<file path="src/rtl/mul_sequencer.sv">
// Iterative shift-add sequencer for RV32M MUL/MULH/MULHSU/MULHU.
// Optional `MUL_EARLY_OUT_EN: a zero operand at accept jumps straight to DONE.
module mul_sequencer #(
    parameter int BITS_PER_CYCLE = 1
) (
    input  logic        clk,
    input  logic        rst_n,
    input  logic        req_valid,
    output logic        req_ready,
    input  logic [2:0]  funct3,
    input  logic [31:0] bus_rs1,
    input  logic [31:0] bus_rs2,
    input  logic [4:0]  req_rd,
    output logic        resp_valid,
    input  logic        resp_ready,
    output logic [31:0] mul_output,
    output logic [4:0]  resp_rd,
    output logic        busy
);

    localparam int N = 32 / BITS_PER_CYCLE;

    typedef enum logic [1:0] {S_IDLE, S_BUSY, S_FIX, S_DONE} state_t;

    state_t      state_q;
    logic [1:0]  op_q;
    logic [4:0]  rd_q;
    logic        neg_q;
    logic [63:0] mcand_q;
    logic [31:0] mplier_q;
    logic [63:0] acc_q;
    logic [63:0] acc_d;
    logic [5:0]  cnt_q;
    logic [31:0] out_q;
    logic [4:0]  resp_rd_q;
    logic [31:0] result_d;

    // Operand decode on the accept cycle: signedness follows funct3[1:0].
    logic        rs1_neg, rs2_neg;
    logic [31:0] rs1_mag, rs2_mag;
    logic        zero_operand;
    logic        unused_funct3;

    assign unused_funct3 = funct3[2];
    assign rs1_neg = (funct3[1:0] != 2'b11) & bus_rs1[31];
    assign rs2_neg = ~funct3[1] & bus_rs2[31];
    assign rs1_mag = rs1_neg ? -bus_rs1 : bus_rs1;
    assign rs2_mag = rs2_neg ? -bus_rs2 : bus_rs2;

`ifdef MUL_EARLY_OUT_EN
    assign zero_operand = (bus_rs1 == 32'h0) || (bus_rs2 == 32'h0);
`else
    assign zero_operand = 1'b0;
`endif

    logic [63:0] acc_fixed;

    // NOTE: every variable assigned in always_comb gets a default first, so no latch is inferred.
    always_comb begin
        acc_d = acc_q;
        for (int k = 0; k < BITS_PER_CYCLE; k++) begin
            if (mplier_q[k]) acc_d = acc_d + (mcand_q << k);
        end
        acc_fixed = neg_q ? -acc_q : acc_q;
        result_d  = (op_q == 2'b00) ? acc_fixed[31:0] : acc_fixed[63:32];
    end

    // NOTE: sequential state uses non-blocking assignments only, so every register samples pre-edge values.
    always_ff @(posedge clk or negedge rst_n) begin
        if (!rst_n) begin
            state_q   <= S_IDLE;
            op_q      <= 2'b00;
            rd_q      <= 5'd0;
            neg_q     <= 1'b0;
            mcand_q   <= 64'h0;
            mplier_q  <= 32'h0;
            acc_q     <= 64'h0;
            cnt_q     <= 6'd0;
            out_q     <= 32'h0;
            resp_rd_q <= 5'd0;
        end else begin
            case (state_q)
                S_IDLE: begin
                    if (req_valid) begin
                        op_q     <= funct3[1:0];
                        rd_q     <= req_rd;
                        neg_q    <= rs1_neg ^ rs2_neg;
                        mcand_q  <= {32'h0, rs1_mag};
                        mplier_q <= rs2_mag;
                        acc_q    <= 64'h0;
                        cnt_q    <= 6'(N);
                        if (zero_operand) begin
                            out_q     <= 32'h0;
                            resp_rd_q <= req_rd;
                            state_q   <= S_DONE;
                        end else begin
                            state_q <= S_BUSY;
                        end
                    end
                end
                S_BUSY: begin
                    acc_q    <= acc_d;
                    mcand_q  <= mcand_q << BITS_PER_CYCLE;
                    mplier_q <= mplier_q >> BITS_PER_CYCLE;
                    cnt_q    <= cnt_q - 6'd1;
                    if (cnt_q == 6'd1) state_q <= S_FIX;
                end
                S_FIX: begin
                    out_q     <= result_d;
                    resp_rd_q <= rd_q;
                    state_q   <= S_DONE;
                end
                S_DONE: begin
                    if (resp_ready) state_q <= S_IDLE;
                end
                default: state_q <= S_IDLE;
            endcase
        end
    end

    // Handshake and stall outputs decode from the state register alone.
    assign req_ready  = (state_q == S_IDLE);
    assign resp_valid = (state_q == S_DONE);
    assign busy       = (state_q != S_IDLE);
    assign mul_output = out_q;
    assign resp_rd    = resp_rd_q;

endmodule

</file>
<file path="config.mk">
export PLATFORM = sky130hd
export DESIGN_NAME = mul_sequencer
export DESIGN_NICKNAME = d
export VERILOG_FILES = /design/src/rtl/mul_sequencer.sv
export SDC_FILE = /design/constraint.sdc
export NUM_CORES = 1
export LEC_CHECK = 0
export BUFFER_PORTS_ARGS = -buffer_cell sky130_fd_sc_hd__buf_2
export CORE_UTILIZATION = 30
export CTS_CLUSTER_SIZE = 16
export DETAILED_ROUTE_END_ITERATION = 16
export GPL_TIMING_DRIVEN = 0
export PLACE_DENSITY = 0.58
export SYNTH_ARGS = -nofsm -noshare
export SYNTH_HDL_FRONTEND = slang
export SYNTH_SLANG_ARGS = --single-unit
</file>
<file path="constraint.sdc">
create_clock -name clk -period 3.2 [get_ports clk]
set_clock_uncertainty 0.15 [all_clocks]
set_input_delay 0.32 -clock clk [delete_from_list [all_inputs] [get_ports clk]]
set_output_delay 0.32 -clock clk [all_outputs]
set_load 0.01 [all_outputs]
</file>
# Word-level counts from Yosys, hierarchy flattened
# Index checks and enable logic that the tools add are counted.
# word_totals
ff_bits	213
inputBits	76
out_inout_bits	40
word_cells	53
# op_classes
addsub	5
eq_ne	9
muxes	17
n_bitwise	4
reduce_logical	8
# ops
operator	count
$mux 64	4
$pmux 64 s2	2
$mux 32	4
$add 64x64->64	1
$neg 32->32	2
$neg 64->64	1
$pmux 32 s2	1
$pmux 6 s2	1
$ne 2x2->1 const B	4
$pmux 2 s4	1
$eq 6x1->1 const B	1
$mux 2	3
$mux 6	1
$reduce_and 3->1	2
$sub 6x1->6 const B	1
$eq 2x2->1 const B	2
$logic_not 2->1	2
$reduce_and 2->1	2
$reduce_bool 2->1	2
$and 1x1->1	2
$eq 2x1->1 const B	1
$ne 2x1->1 const B	1
$not 1->1	1
$xor 1x1->1	1

# Depth between registers and ports, before layout
# logic_depth
ltp_word	5
ltp_mapped	14
mapped_depth_nobuf	14

# Worst setup path after synthesis
# OpenSTA, ideal clock, no wires.
# synth_timing
kind	register -> register
from	register acc_q[48]
to	register out_q[31] (netlist: mul_output[31])
setup_ps	63
t_arrival_ps	3085
t_required_ps	2987
setup_slack_ps	-98
path_stages_with_launch	10
path_buffers	0
period_less_slack_ps	3298
path_cell_list	dfrtp_1 -> or4_4 -> nor4_4 -> nand2b_2 -> or4_4 -> or3_4 -> or3_1 -> or4_1 -> a21oi_1 -> o22a_2
# synth_between
elab_chain_cells	3
# synth_rtl
element	line	text
start, declared	31	logic [63:0] acc_q;
start signal, assigned	77	acc_q <= 64'h0;
start signal, assigned	90	acc_q <= 64'h0;
start signal, assigned	102	acc_q <= acc_d;
$neg 64->64	64	acc_fixed = neg_q ? -acc_q : acc_q;
$mux 64	64	
$mux 32	65	result_d = (op_q == 2'b00) ? acc_fixed[31:0] : acc_fixed[63:32];
end signal, assigned	109	out_q <= result_d;
end, declared	34	logic [31:0] out_q;
# No other way between the ends.
# A chain may end at the register's enable or synchronous reset.

# Final worst setup path
# layout_timing
from	register acc_q[50]
to	register out_q[31] (netlist: mul_output[31])
# The elaborated chain is that of the path after synthesis.

==> impl_metrics.toml <==
[outcome]
status = "complete, but fails checks"
violations = "setup timing"

[grt]
antenna_found_initial = 4
grt_max_degree = 120
grtUsageTotal_pct = 18.9
grt_pass1_vias = 13476
overflow = 0
grt_pass1_wl_mm = 75.7

[power]
intPower_mw = 8.67
leakagePower_nw = 7.97
seqPwrFrac_pct = 28.1
p_clk_share_pct = 19.2
power_switching_mw = 7.35
p_comb_share_pct = 52.7
netSwitchingFraction_pct = 45.9
ir_worst_vdd_v = 0.000461
p_per_area_nw_per_um2 = 854

[synthesis]
synth_cells = 1790
netlist.area_leader.share_pct = 35.9
synthArstFlopShare_pct = 100
syn-num-nets = 1939
ys_ff_latch = 213
post_synth_main_area_contributors = "dfrtp_1 (36%), o21ai_0 (7.6%), ha_1 (6.1%)"
ys_seq_area_share_pct = 35.9
synthFlopType = "dfrtp_1"
yosysWarningCount = 0
syn_area_per_cell_um2 = 8.30
synth_edf_count = 0
synth_area_um2 = 14900
yosysTopAreaCell = "dfrtp_1"
yosysUniqueCellTypes = 73

[job]
drv_cap = 0

[sta]
hold_viol = 0
whs_ps = 50.4
min_period_ps = 3470
setup_viol = 26
tns_ps = -2830
slew_headroom_pct = 35.7
setup_slack_ps = -271
post-route-period-util_pct = 108
worst_slew_pin_slew_ps = 964
drv_slew = 0
rsz0062_at_grt = "yes"
fmax_mhz = 288

[final_layout]
areaGrowthSynthToFinish_pct = 26.2
drive_gt1_share_pct = 21.5
nets = 2120
final_cells = 2656
fin_area_um2 = 18800

[drt]
dr.first_iter.drc_count = 1003
drc_errors = 0
wirelength_mm = 48.8
firstDrtPassIters = 6
wl_per_cell_um = 18.4
via_per_inst = 5.33
antenna_left = 0
num_vias = 14168

[setup_path]
ff2ff_setup_slack_ps = -270
arrival_ps = 3820
cp-endpoint = "mul_output[31]"
cp-end-kind = "flip-flop"
crit_path_start = "acc_q[50]"
r2r_cells = 9
cp_max_fo = 3
cp-start-kind = "flip-flop"
rr_endpoint = "mul_output[31]"
required_ps = 3550
critPathKind = "flip-flop to flip-flop"
reg2reg_from = "acc_q[50]"

[clock_network]
clock_sinks = 213
clk_latency_ps = 560
htreeDepth = 1
ctsLongestPathBuffers = 3
clockRootBuffer = "clkbuf_16"
tritoncts = "yes"
clk_pin_slew_ps = 60
cts_made_buffers = 26

[placement]
place_worst_setup_slack_ps = -1250
place.gp.congestion = 0.928
dp.cells = 2569
io_buffers = 114
place_area_um2 = 16300
hpwlAfterDp_mm = 37.0

[floorplanning]
fp-row-count = 81
pin_count = 116
die_w_um = 225
initial_core_util_pct = 30.4
fp.dieH_um = 225
coreArea_um2 = 49000
die-area_um2 = 50400

[min_path]
hp-class = "input pin to flip-flop"
stage by stage:
step                      utilization [%]  power, mW
after detailed placement             33.3       11.8
final                                38.3       16.0
after global routing                 38.3       17.1
after CTS                            36.6       15.4
after global placement               33.2       11.7
after floorplan                         -       9.26
metal layers:
layer	wire length, µm	GRT usage [%]	share of wire, %	vias up
met5	22	0	0.045	-
met1	23300	27.0	48	6854
met2	21800	30.3	45	400
met4	1180	4.32	2.4	4
met3	2520	2.40	5.2	74
li1	-	-	-	6836
cell usage after synthesis, types with 5 or more instances:
cell,n
nand2_1,231
o21ai_0,225
dfrtp_1,213
a21oi_1,171
nor2_1,127
clkbuf_1,93
xor2_1,88
xnor2_1,81
ha_1,72
inv_1,51
a21o_1,39
a22o_1,36
o31ai_1,30
nor3_1,22
nand4_1,21
or3_1,20
nand3_1,19
nor4_1,18
nand2b_1,17
mux2_2,16
o211ai_1,15
o41ai_1,13
a211oi_1,11
a31oi_1,11
nor2b_1,11
o21bai_1,11
o22ai_1,11
and3_1,10
o21a_1,10
o221ai_1,10
or4_1,10
buf_1,8
mux2i_1,6
a221oi_1,5
placed cells by master, fill, tap and decap left out, types with 38 or more instances in the layout:
| cell type | n |
|---|---|
| nand2_1 | 228 |
| o21ai_0 | 189 |
| dfrtp_1 | 179 |
| a21oi_1 | 146 |
| nor2_1 | 123 |
| buf_2 | 115 |
| xor2_1 | 85 |
| clkbuf_1 | 74 |
| xnor2_1 | 69 |
| inv_1 | 50 |
| a21o_1 | 39 |
| ha_1 | 38 |
how the worst min path moves through the flow:
stage / cells after the start / to / startpoint / slack, ps
6_report: 4 / mplier_q[31] / bus_rs2[30] / 50
5_1_grt: 3 / mplier_q[27] / bus_rs2[27] / 40
4_1_cts: 3 / mplier_q[27] / bus_rs2[27] / 10
3_5_place_dp: 1 / rd_q[1] / rst_n / 250
3_3_place_gp: 2 / mplier_q[2] / mplier_q[2] / 320
2_1_floorplan: 0 / acc_q[0] / rst_n / -130
cell families after synthesis:
logic type      share of synthesized area, %
compound gates                          25.6
xor+xnor                                9.96
fa+ha+maj                               6.20
buf+inv                                 3.87
flops                                   35.9
mux                                     1.62
simple gates                            16.9
repair_timing:
action	4_1_cts	5_1_grt
gates cloned	0	1
endpoints found under the hold margin	105	0
hold buffers	12	0
pin swaps	43	54
endpoints found under the setup margin	149	123
gates resized for setup	113	182
buffers inserted	26	13
final cells by class:
type / count / area [µm²]
Tap cell: 664 / 831
Sequential cell: 213 / 5370
Buffer: 88 / 348
Antenna cell: 2 / 5.00
Clock buffer: 36 / 738
Timing Repair Buffer: 166 / 1050
Inverter: 51 / 191
Fill cell: 4946 / 30200
Clock inverter: 11 / 154
Multi-Input combinational cell: 1425 / 10100
power groups by stage:
stage,Sequential (mW),Clock [mW],Combinational [mW]
2_1_floorplan,4.22,0,5.05
3_3_place_gp,4.39,0,7.32
3_5_place_dp,4.42,0,7.42
4_1_cts,4.41,3.16,7.83
5_1_grt,4.60,3.26,9.29
6_report,4.50,3.08,8.44
registers in the layout, indices dropped and copies added, names as in the netlist:
| name | count |
|---|---|
| cnt_q | 6 |
| mplier_q | 32 |
| neg_q | 1 |
| op_q | 2 |
| rd_q | 5 |
| state_q | 2 |
| resp_rd | 5 |
| mcand_q | 64 |
| acc_q | 64 |
| mul_output | 32 |
critical path, cell delays in order (launching register included):
cell      delay (ps)
dfrtp_2          420
or4_4            540
nor4_4           200
nand2b_2         100
or4_4            440
or3_4            370
or3_4            370
or4_1            490
a21oi_1          160
o22a_2           160
Note: power is estimated with default switching activity, not from simulation.
